<file path="config.mk">
export PLATFORM = sky130hd
export DESIGN_NAME = gemm_tile_scheduler_flat
export DESIGN_NICKNAME = d
export VERILOG_FILES = /design/src/rtl/gemm_tile_scheduler_pkg.sv /design/src/rtl/gemm_tile_scheduler_if.sv /design/src/rtl/gemm_tile_scheduler_tile_addr_gen.sv /design/src/rtl/gemm_tile_scheduler.sv /design/src/flat_wrapper.sv
export SDC_FILE = /design/constraint.sdc
export NUM_CORES = 1
export LEC_CHECK = 0
export BUFFER_PORTS_ARGS = -buffer_cell sky130_fd_sc_hd__buf_4
export CAP_MARGIN = 40
export CORE_ASPECT_RATIO = 1.75
export CORE_MARGIN = 3
export CORE_UTILIZATION = 57
export DETAILED_ROUTE_END_ITERATION = 12
export MAX_ROUTING_LAYER = met4
export PLACE_DENSITY = 0.83
export RECOVER_POWER = 100
export SLEW_MARGIN = 20
export SYNTH_ARGS = -nofsm -noshare
export SYNTH_HDL_FRONTEND = slang
export SYNTH_SLANG_ARGS = --single-unit
</file>
<file path="constraint.sdc">
create_clock -name clk_i -period 3.8 [get_ports clk_i]
set_input_delay 0 -clock clk_i [delete_from_list [all_inputs] [get_ports clk_i]]
set_output_delay 0 -clock clk_i [all_outputs]
set_load 0.01 [all_outputs]
</file>
<file path="src/rtl/gemm_tile_scheduler_pkg.sv">
// gemm_tile_scheduler_pkg: shared sizes, types and FSM states for the GEMM tile scheduler
package gemm_tile_scheduler_pkg;
    localparam int N = 4;
    localparam int LOG_N = 2;
    localparam int TILE_W = 4;
    localparam int ADDR_W = 16;
    localparam int TILE_WORDS = N * N;
    localparam int LOG_T = 2 * LOG_N;
    typedef logic [ADDR_W-1:0] addr_t;
    typedef logic [TILE_W-1:0] cnt_t;
    typedef enum logic [2:0] {S_IDLE, S_ISSUE, S_WAIT, S_WRITE, S_DONE} sched_state_t;
endpackage

</file>
<file path="src/rtl/gemm_tile_scheduler_if.sv">
// gemm_tile_scheduler_if: job descriptor, array-pass and C-writeback signals
// slave: scheduler side (accepts jobs, drives the array and writeback requests)
// master: host/array side (offers jobs, reports pass done, accepts writebacks)
interface gemm_tile_scheduler_if;
    import gemm_tile_scheduler_pkg::*;
    logic  job_valid_i;
    logic  job_ready_o;
    cnt_t  job_m_tiles_i;
    cnt_t  job_k_tiles_i;
    cnt_t  job_n_tiles_i;
    addr_t job_a_base_i;
    addr_t job_b_base_i;
    addr_t job_c_base_i;
    logic  arr_start_o;
    logic  arr_done_i;
    addr_t a_addr_o;
    addr_t b_addr_o;
    logic  acc_clear_o;
    logic  c_write_o;
    logic  c_ready_i;
    addr_t c_addr_o;
    logic  busy_o;
    logic  job_done_o;
    logic  job_err_o;
    modport slave (
        input  job_valid_i, job_m_tiles_i, job_k_tiles_i, job_n_tiles_i,
               job_a_base_i, job_b_base_i, job_c_base_i, arr_done_i, c_ready_i,
        output job_ready_o, arr_start_o, a_addr_o, b_addr_o, acc_clear_o,
               c_write_o, c_addr_o, busy_o, job_done_o, job_err_o
    );
    modport master (
        output job_valid_i, job_m_tiles_i, job_k_tiles_i, job_n_tiles_i,
               job_a_base_i, job_b_base_i, job_c_base_i, arr_done_i, c_ready_i,
        input  job_ready_o, arr_start_o, a_addr_o, b_addr_o, acc_clear_o,
               c_write_o, c_addr_o, busy_o, job_done_o, job_err_o
    );
endinterface

</file>
<file path="src/rtl/gemm_tile_scheduler_tile_addr_gen.sv">
// gemm_tile_scheduler_tile_addr_gen: m/n/k counters and running A/B/C tile pointers
// in:  load (latch descriptor, zero counters), step_k (next k), step_n (next output tile)
// out: a/b/c tile addresses, acc_clear, last_k and last_tile flags
module gemm_tile_scheduler_tile_addr_gen
    import gemm_tile_scheduler_pkg::*;
(
    input  logic  clk_i,
    input  logic  rst_i,
    input  logic  load,
    input  logic  step_k,
    input  logic  step_n,
    input  cnt_t  mt,
    input  cnt_t  kt,
    input  cnt_t  nt,
    input  addr_t a_base,
    input  addr_t b_base,
    input  addr_t c_base,
    output addr_t a_addr,
    output addr_t b_addr,
    output addr_t c_addr,
    output logic  acc_clear,
    output logic  last_k,
    output logic  last_tile
);
    localparam addr_t T = addr_t'(TILE_WORDS);
    cnt_t  mt_q, kt_q, nt_q, m, n, k;
    addr_t a_row, b_col, b_base_q;
    logic  n_wrap;
    // a_row tracks a_base + m*Kt*T, b_col tracks b_base + n*T
    addr_t b_stride;
    assign b_stride  = addr_t'(nt_q) << LOG_T;
    assign n_wrap    = n == cnt_t'(nt_q - 1'b1);
    assign last_k    = k == cnt_t'(kt_q - 1'b1);
    assign last_tile = n_wrap && (m == cnt_t'(mt_q - 1'b1));
    always_ff @(posedge clk_i or posedge rst_i) begin
        if (rst_i) begin
            {mt_q, kt_q, nt_q, m, n, k} <= '0;
            {a_row, b_col, b_base_q, a_addr, b_addr, c_addr} <= '0;
            acc_clear <= 1'b0;
        end else if (load) begin
            {mt_q, kt_q, nt_q} <= {mt, kt, nt};
            {m, n, k} <= '0;
            b_base_q <= b_base;
            {a_row, a_addr} <= {a_base, a_base};
            {b_col, b_addr} <= {b_base, b_base};
            c_addr <= c_base;
            acc_clear <= 1'b1;
        end else if (step_k) begin
            k <= k + 1'b1;
            a_addr <= a_addr + T;
            b_addr <= b_addr + b_stride;
            acc_clear <= 1'b0;
        end else if (step_n) begin
            k <= '0;
            acc_clear <= 1'b1;
            c_addr <= c_addr + T;
            if (n_wrap) begin
                n <= '0;
                m <= m + 1'b1;
                // a_addr sits on the row's last k tile, so the next row starts one tile on
                a_row <= a_addr + T;
                a_addr <= a_addr + T;
                b_col <= b_base_q;
                b_addr <= b_base_q;
            end else begin
                n <= n + 1'b1;
                a_addr <= a_row;
                b_col <= b_col + T;
                b_addr <= b_col + T;
            end
        end
    end
endmodule

</file>
<file path="src/rtl/gemm_tile_scheduler.sv">
// gemm_tile_scheduler: walks output tiles (m,n) with k innermost, issuing array passes and C writebacks
// ports: clk_i, rst_i (async, active-high), bus (slave modport of gemm_tile_scheduler_if)
module gemm_tile_scheduler
    import gemm_tile_scheduler_pkg::*;
(
    input logic clk_i,
    input logic rst_i,
    gemm_tile_scheduler_if.slave bus
);
    sched_state_t state;
    logic err, load, step_k, step_n, last_k, last_tile, any_zero;
    assign any_zero = (bus.job_m_tiles_i == '0) || (bus.job_k_tiles_i == '0) || (bus.job_n_tiles_i == '0);
    assign load   = (state == S_IDLE) && bus.job_valid_i && bus.job_ready_o;
    assign step_k = (state == S_WAIT) && bus.arr_done_i && !last_k;
    assign step_n = (state == S_WRITE) && bus.c_ready_i && !last_tile;
    // ready is gated by rst_i so it reads 0 throughout reset even though S_IDLE is the reset state
    assign bus.job_ready_o = (state == S_IDLE) && !rst_i;
    assign bus.arr_start_o = state == S_ISSUE;
    assign bus.c_write_o   = state == S_WRITE;
    assign bus.busy_o      = state != S_IDLE;
    assign bus.job_done_o  = state == S_DONE;
    assign bus.job_err_o   = (state == S_DONE) && err;
    always_ff @(posedge clk_i or posedge rst_i) begin
        if (rst_i) begin
            state <= S_IDLE;
            err <= 1'b0;
        end else begin
            case (state)
                S_IDLE: if (load) begin
                    err <= any_zero;
                    state <= any_zero ? S_DONE : S_ISSUE;
                end
                S_ISSUE: state <= S_WAIT;
                S_WAIT:  if (bus.arr_done_i) state <= last_k ? S_WRITE : S_ISSUE;
                S_WRITE: if (bus.c_ready_i) state <= last_tile ? S_DONE : S_ISSUE;
                S_DONE: begin
                    err <= 1'b0;
                    state <= S_IDLE;
                end
                default: state <= S_IDLE;
            endcase
        end
    end
    gemm_tile_scheduler_tile_addr_gen u_addr (
        .clk_i     (clk_i),
        .rst_i     (rst_i),
        .load      (load),
        .step_k    (step_k),
        .step_n    (step_n),
        .mt        (bus.job_m_tiles_i),
        .kt        (bus.job_k_tiles_i),
        .nt        (bus.job_n_tiles_i),
        .a_base    (bus.job_a_base_i),
        .b_base    (bus.job_b_base_i),
        .c_base    (bus.job_c_base_i),
        .a_addr    (bus.a_addr_o),
        .b_addr    (bus.b_addr_o),
        .c_addr    (bus.c_addr_o),
        .acc_clear (bus.acc_clear_o),
        .last_k    (last_k),
        .last_tile (last_tile)
    );
endmodule

</file>
<file path="src/flat_wrapper.sv">
// flat-port wrapper written by rule: the top's interface ports become plain ports
module gemm_tile_scheduler_flat import gemm_tile_scheduler_pkg::*;
  (clk_i, rst_i, bus_job_valid_i, bus_job_m_tiles_i, bus_job_k_tiles_i, bus_job_n_tiles_i, bus_job_a_base_i, bus_job_b_base_i, bus_job_c_base_i, bus_arr_done_i, bus_c_ready_i, bus_job_ready_o, bus_arr_start_o, bus_a_addr_o, bus_b_addr_o, bus_acc_clear_o, bus_c_write_o, bus_c_addr_o, bus_busy_o, bus_job_done_o, bus_job_err_o);
  gemm_tile_scheduler_if bus_i ();
  input logic clk_i;
  input logic rst_i;
  input wire logic [$bits(bus_i.job_valid_i)-1:0] bus_job_valid_i;
  input wire logic [$bits(bus_i.job_m_tiles_i)-1:0] bus_job_m_tiles_i;
  input wire logic [$bits(bus_i.job_k_tiles_i)-1:0] bus_job_k_tiles_i;
  input wire logic [$bits(bus_i.job_n_tiles_i)-1:0] bus_job_n_tiles_i;
  input wire logic [$bits(bus_i.job_a_base_i)-1:0] bus_job_a_base_i;
  input wire logic [$bits(bus_i.job_b_base_i)-1:0] bus_job_b_base_i;
  input wire logic [$bits(bus_i.job_c_base_i)-1:0] bus_job_c_base_i;
  input wire logic [$bits(bus_i.arr_done_i)-1:0] bus_arr_done_i;
  input wire logic [$bits(bus_i.c_ready_i)-1:0] bus_c_ready_i;
  output wire logic [$bits(bus_i.job_ready_o)-1:0] bus_job_ready_o;
  output wire logic [$bits(bus_i.arr_start_o)-1:0] bus_arr_start_o;
  output wire logic [$bits(bus_i.a_addr_o)-1:0] bus_a_addr_o;
  output wire logic [$bits(bus_i.b_addr_o)-1:0] bus_b_addr_o;
  output wire logic [$bits(bus_i.acc_clear_o)-1:0] bus_acc_clear_o;
  output wire logic [$bits(bus_i.c_write_o)-1:0] bus_c_write_o;
  output wire logic [$bits(bus_i.c_addr_o)-1:0] bus_c_addr_o;
  output wire logic [$bits(bus_i.busy_o)-1:0] bus_busy_o;
  output wire logic [$bits(bus_i.job_done_o)-1:0] bus_job_done_o;
  output wire logic [$bits(bus_i.job_err_o)-1:0] bus_job_err_o;
  assign bus_i.job_valid_i = bus_job_valid_i;
  assign bus_i.job_m_tiles_i = bus_job_m_tiles_i;
  assign bus_i.job_k_tiles_i = bus_job_k_tiles_i;
  assign bus_i.job_n_tiles_i = bus_job_n_tiles_i;
  assign bus_i.job_a_base_i = bus_job_a_base_i;
  assign bus_i.job_b_base_i = bus_job_b_base_i;
  assign bus_i.job_c_base_i = bus_job_c_base_i;
  assign bus_i.arr_done_i = bus_arr_done_i;
  assign bus_i.c_ready_i = bus_c_ready_i;
  assign bus_job_ready_o = bus_i.job_ready_o;
  assign bus_arr_start_o = bus_i.arr_start_o;
  assign bus_a_addr_o = bus_i.a_addr_o;
  assign bus_b_addr_o = bus_i.b_addr_o;
  assign bus_acc_clear_o = bus_i.acc_clear_o;
  assign bus_c_write_o = bus_i.c_write_o;
  assign bus_c_addr_o = bus_i.c_addr_o;
  assign bus_busy_o = bus_i.busy_o;
  assign bus_job_done_o = bus_i.job_done_o;
  assign bus_job_err_o = bus_i.job_err_o;
  gemm_tile_scheduler u_core (.clk_i(clk_i), .rst_i(rst_i), .bus(bus_i));
endmodule
</file>
==> results of run 1 <==
-- report_power, final --
group | switching, W | internal (W) | total [W] | leakage [nW]
sequential | 0.000656 | 0.00195 | 0.00260 | 1.50
combinational | 0.00202 | 0.00134 | 0.00335 | 2.16
clock | 0.000655 | 0.000852 | 0.00151 | 0.256
total | 0.00333 | 0.00414 | 0.00746 | 3.91
-- logic make-up after synthesis --
group                      after synthesis  synth area share, %
AOI/OAI and AO/OA                      176                16.70
buffers and inverters                   58                3.930
adders and majority gates               14                2.657
DFF                                    125                45.49
and+or+nand+nor                        322                21.76
muxes                                   19                2.802
xor gates and xnor gates                49                6.659
-- state kept, by name, summed over array words and instances, names as in the netlist, 3 cells and up --
register                cells
u_core.state                3
u_core.u_addr.a_addr       16
u_core.u_addr.a_row        16
u_core.u_addr.b_addr       16
u_core.u_addr.b_base_q     16
u_core.u_addr.b_col        16
u_core.u_addr.c_addr       16
u_core.u_addr.k             4
u_core.u_addr.kt_q          4
u_core.u_addr.m             4
u_core.u_addr.mt_q          4
u_core.u_addr.n             4
u_core.u_addr.nt_q          4
-- critical path, delay by kind of cell (launching register included) --
family | cells | cell delay [ns]
buf+inv | 2 | 0.46
fa+ha+maj | 1 | 0.33
flops | 1 | 0.43
simple gates | 2 | 0.59
compound gates | 3 | 1.09
xor+xnor | 1 | 0.19
-- repair_timing --
| action | 4_1_cts | 5_1_grt |
|---|---|---|
| gates resized for setup | 0 | 0 |
| setup buffers | 0 | 0 |
| hold buffers | 60 | 0 |
| hold endpoints to repair | 161 | 0 |
-- path summary, 6_finish.rpt --
check                                     startpoint                        end  slack (ns)
min reg2reg                u_core.u_addr.b_base_q[8]  u_core.u_addr.b_base_q[8]        0.47
min                             bus_job_c_base_i[14]   u_core.u_addr.c_addr[14]        0.01
min in group asynchronous                      rst_i    u_core.u_addr.c_addr[8]        0.43
max in group asynchronous                      rst_i         u_core.u_addr.m[3]        0.98
max reg2reg                    u_core.u_addr.nt_q[0]     u_core.u_addr.b_col[5]        0.59
max                            u_core.u_addr.nt_q[0]     u_core.u_addr.b_col[5]        0.59
-- cell type report --
type | count | area [um^2] | area share (%)
Sequential cell | 125 | 3128 | 35.78
Inverter | 12 | 46.29 | 0.5295
Multi-Input combinational cell | 580 | 3448 | 39.44
Clock buffer | 17 | 425.4 | 4.865
Clock inverter | 15 | 127.6 | 1.460
Tap cell | 135 | 168.9 | 1.932
Timing Repair Buffer | 194 | 1399 | 16.00
-- synth_stat cells (all sizes together), types with 2 or more instances --
cell type	number	area, um^2
nor2b	2	12.51
and4	5	43.79
o32ai	6	52.55
o22a	3	26.28
clkbuf	17	63.81
o21ai	57	296.5
a2bb2oi	2	17.52
o32a	2	20.02
xor2	22	192.7
nor2	66	252.7
a211oi	8	65.06
inv	12	45.04
a221o	2	20.02
nand2b	2	12.51
or3	3	18.77
mux2	2	22.52
o211a	2	20.02
nor3	20	116.4
nand2	148	563.0
o31a	2	17.52
buf	29	161.4
nor4	9	56.30
a21oi	33	165.2
and3	7	48.80
o31ai	3	22.52
mux2i	17	170.2
o22ai	2	12.51
o211ai	4	35.03
a21o	13	97.59
o2bb2ai	2	17.52
nand3	28	140.1
or2	2	12.51
a31oi	16	100.1
and2	8	50.05
dfrtp	125	3128
xnor2	25	219.0
or4	2	15.01
o21a	4	30.03
nand4	14	102.6
a311oi	2	17.52
nor3b	3	27.52
nand3b	2	15.01
ha	13	162.7
-- through the flow --
stage	utilization (%)	hold WS, ns	std cells
finish	74.66	0.01180	1078
global route	74.66	0.01152	1078
CTS	77.09	0.01669	1078
detailed placement	67.24	0.03981	986
global placement	66.91	0.1920	984
floorplan	-	0.04753	763
-- metal layers --
metal	wire length, um	vias up
met5	0	-
met4	1092	0
met3	1092	103
met2	11130	310
met1	7632	3250
li1	-	3035
-- layout by cell type, fill, tap and decap left out, drive strengths merged, types with 3 or more instances in the layout --
cell type,Yosys,layout
o21a,4,4
dlygate4sd3,0,60
o22a,3,3
nor4,9,9
xnor2,25,25
nand2,148,148
nor3,20,20
dfrtp,125,125
a21oi,33,33
mux2i,17,17
a31oi,16,16
or3,3,3
a211oi,8,8
nor2,66,66
o32ai,6,6
inv,12,19
nor3b,3,3
and3,7,7
o21ai,57,57
clkinvlp,0,6
and2,8,8
xor2,22,22
ha,13,13
clkbuf,17,78
and4,5,5
buf,29,73
o211ai,4,4
nand3,28,28
nand4,14,14
o31ai,3,3
a21o,13,13
==> flow_summary.json, run 1 <==
{
  "post_drt_via_cell_ratio": 6.213,
  "clk_pin_slew_ns": 0.06,
  "core_um2": 11710,
  "hpwl_um": 14190,
  "place_ws_ns": 1.040,
  "grt_max_degree": 54,
  "antenna_left": 0,
  "clk_path_buf_depth": 2,
  "pin_count": 120,
  "cp_slowest_cell": "a21oi_1",
  "synthFlopType": "dfrtp_1",
  "crit_type": "register to register",
  "drc_errors": 0,
  "layout-drive-gt1-share_pct": 12.83,
  "grt_setup_unrepaired": "no",
  "clk_latency_ns": 0.42,
  "synth_edf_count": 0,
  "p_total_w": 0.007464,
  "fill_cells": 844,
  "first_pass_iters": 5,
  "failed_checks": "max-capacitance violations, max-slew violations",
  "die_area_um2": 13470,
  "tns_ns": 0,
  "num_rows": 52,
  "vias": 6698,
  "tightest_slew_ns": 1.606,
  "ys_warn_count": 0,
  "grt_use_met2_pct": 57.81,
  "finalWorstSetupSlack_ns": 0.5921,
  "status": "finished with violations",
  "hp-class": "input port to register",
  "routabilityCongestion": 0.9891,
  "path_max_fanout": 14,
  "grt.overflow.total": 0,
  "io_buffers": 119,
  "reg2reg_depth": 9,
  "clock_skew_ns": 0.01079,
  "initial_core_util_pct": 58.72,
  "first_iter_violations": 515,
  "grtUsageTotal_pct": 33.44,
  "syn-num-nets": 842,
  "post_drt_wl_per_cell_um": 19.43,
  "top_usage_layer": "met2",
  "use_met1_pct": 34.73,
  "postSynth.asyncResetShare_pct": 100.0,
  "required_ns": 4.11,
  "relSlewSlack_pct": -7.049,
  "fin_crit_ns": 3.208,
  "whs_path_depth": 4,
  "routed_wirelength_um": 20950,
  "synth-seq-cells": 125,
  "startpoint_type": "register",
  "postSynthAreaPerCell_um2": 9.013,
  "area_delta_synth_final_pct": 27.15,
  "syn_inst": 763,
  "finalSetupViolCount": 0,
  "clockRootBuffer": "clkbuf_16",
  "slew_violations": 35,
  "fmax_ghz": 0.3117,
  "synth_seq_area_share_pct": 45.49,
  "ys_types": 74,
  "syn_area_um2": 6877,
  "max-cap-violations": 1,
  "powerDensity_nw_per_um2": 853.7,
  "met3_usage_pct": 5.444,
  "p_leak_nw": 3.911,
  "placed_cell_area_um2": 7875,
  "finalNetCount": 1009,
  "fp.dieW_um": 89.03,
  "crit_chain": "inv_1 > ha_1 > xor2_1 > and3_1 > nand4_4 > a21oi_1 > buf_4 > a211oi_1 > a21o_1",
  "cts_htree_levels": 4,
  "die_h_um": 151.3,
  "finalCritPeriodShare_pct": 84.42,
  "cp_slowest_stage_delay_ns": 0.86,
  "clock-sinks": 125,
  "finalInstanceArea_um2": 8743,
  "cts_tree": "built",
  "antenna_found_initial": 0,
  "cts_made_buffers": 17,
  "grt_pass1_wl_um": 33590,
  "end_kind": "register",
  "antennaDiodeCount": 0,
  "vdd_ir_drop_max_uv": 489.4,
  "grt_pass1_vias": 7143,
  "arrival_ns": 3.51,
  "hold_viol": 0
}
No activity file was read; power rests on OpenSTA's default activity.
==> run 2: changes to the inputs <==
Settings changed: CORE_UTILIZATION 57 to 51, PLACE_DENSITY 0.83 to 0.79.
Clock period 3.8 ns to 2.8 ns, I/O delays scaled along.
==> flow_summary.json, run 2 (synthesis gave the netlist of run 1 again) <==
{
  "status": "finished with violations",
  "failed_checks": "max-capacitance violations, max-slew violations",
  "antennaDiodeCount": 0,
  "required_ns": 3.10,
  "path_max_fanout": 12,
  "drc_errors": 0,
  "finalSetupViolCount": 0,
  "powerDensity_nw_per_um2": 1155,
  "io_buffers": 119,
  "grtUsageTotal_pct": 28.39,
  "relSlewSlack_pct": -16.48,
  "whs_path_depth": 4,
  "grt_max_degree": 126,
  "end_kind": "register",
  "finalNonFillerCells": 1127,
  "fin_crit_ns": 2.700,
  "finalWorstSetupSlack_ns": 0.09953,
  "vdd_ir_drop_max_uv": 583.6,
  "crit_type": "register to register",
  "first_iter_violations": 512,
  "multi_input_area_um2": 3471,
  "regToRegSetupSlack_ns": 0.1,
  "fmax_ghz": 0.3703,
  "cts_setup_buffers": 0,
  "finalCritPeriodShare_pct": 96.45,
  "seqCellArea_um2": 3128,
  "grt_pass1_vias": 6656,
  "clk_path_buf_depth": 2,
  "hpwl_um": 13790,
  "core_um2": 13080,
  "fp.dieW_um": 93.78,
  "first_pass_iters": 5,
  "cts_tree": "built",
  "tns_ns": 0,
  "antenna_found_initial": 0,
  "post_drt_wl_per_cell_um": 18.05,
  "clk_latency_ns": 0.42,
  "die_area_um2": 14970,
  "antenna_left": 0,
  "cts_made_buffers": 17,
  "die_h_um": 159.6,
  "grt_setup_unrepaired": "no",
  "pin_count": 120,
  "timing.rr.end": "u_core.u_addr.a_addr[15]",
  "finalInstanceArea_um2": 8969,
  "clock-sinks": 125,
  "layout-drive-gt1-share_pct": 14.44,
  "cts_resized": 0,
  "clk_pin_slew_ns": 0.06,
  "max-cap-violations": 1,
  "hp-class": "input port to register",
  "min_to": "u_core.u_addr.c_addr[14]",
  "placed_cell_area_um2": 8039,
  "layout.cells.most_common": "nand2_1",
  "placed_cells": 1035,
  "tightest_slew_ns": 1.747,
  "clockRootBuffer": "clkbuf_16",
  "p_leak_nw": 4.016,
  "slew_violations": 126,
  "r2r-start": "u_core.u_addr.nt_q[0]",
  "fin_util_pct": 68.59,
  "routabilityCongestion": 0.8872,
  "reg2reg_depth": 6,
  "startpoint_type": "register",
  "vias": 6570,
  "grt_pass1_wl_um": 32780,
  "fill_cells": 1055,
  "initial_core_util_pct": 52.59,
  "layout_common_cells": "nand2_1 (147), dfrtp_1 (125), buf_4 (83)",
  "area_delta_synth_final_pct": 30.42,
  "finalNetCount": 1022,
  "arrival_ns": 3.00,
  "place_ws_ns": 0.1822,
  "hold_viol": 0,
  "routed_wirelength_um": 20350,
  "num_rows": 55,
  "grt.overflow.total": 0,
  "clock_skew_ns": 0.006979,
  "cts_htree_levels": 4,
  "post_drt_via_cell_ratio": 5.830,
  "hp-start": "bus_job_c_base_i[14]"
}
-- run 2: cell types whose count changed in the layout (fill, tap and decap cells not counted), sizes merged --
| cell | change |
|---|---|
| buf | +13 |
| clkinv | +4 |
| bufinv | +2 |
| clkinvlp | -2 |
| inv | -8 |
| clkbuf | +4 |
-- run 2: metrics by stage --
stage	hold slack, ns	total power (W)
after floorplan	0.04753	0.006535
after global placement	0.1926	0.008207
after detailed placement	0.2017	0.008355
after CTS	0.006054	0.01067
after global routing	0.02358	0.01103
final	0.009813	0.01036
-- run 2: report_power, final --
group          switching (W)  total (W)  leakage, nW  internal, W
combinational        0.00272    0.00469         2.23      0.00197
clock               0.000805    0.00218        0.285      0.00137
sequential          0.000850    0.00349         1.50      0.00264
-- run 2: how the worst max path moves through the flow --
stage,from,to,slack [ns],cells after the start
final,u_core.u_addr.nt_q[0],u_core.u_addr.a_addr[15],0.1,6
after global routing,u_core.u_addr.nt_q[0],u_core.u_addr.a_addr[15],0.01,6
after CTS,u_core.u_addr.nt_q[1],u_core.u_addr.a_addr[15],0.17,9
after detailed placement,u_core.u_addr.nt_q[1],u_core.u_addr.a_addr[15],0.18,9
after global placement,u_core.u_addr.nt_q[1],u_core.u_addr.a_addr[10],0.27,9
after floorplan,u_core.u_addr.nt_q[0],u_core.u_addr.a_addr[13],0.56,9
-- run 2: routing by layer --
layer | vias to the layer above | routed length, um | share of wire [%] | track usage, %
li1 | 3066 | - | - | -
met1 | 3168 | 7475 | 37 | 32.44
met2 | 283 | 11060 | 54 | 49.24
met3 | 53 | 1196 | 5.9 | 4.053
met4 | 0 | 616 | 3.0 | 11.44
met5 | - | 0 | 0 | -
-- run 2: critical path, stage by stage (launching register included) --
cell      delay, ns
dfrtp_1        0.42
nor3_1         0.38
xor2_1         0.52
and4_1         0.45
o211ai_2       0.33
buf_4          0.30
o22a_1         0.20
-- run 2: timing repair --
| action | CTS | global route |
|---|---|---|
| hold endpoints to repair | 213 | 0 |
| hold buffers | 60 | 0 |
| endpoints found under the setup margin | 0 | 0 |
-- run 2: area by class of cell --
cell class | count | area share [%]
clock inverters | 11 | 1.297
multi-input cells | 580 | 38.70
repair buffers | 207 | 16.95
well taps | 171 | 2.386
flip-flops and latches | 125 | 34.88
inverters | 12 | 0.5441
clock buffers | 21 | 5.246
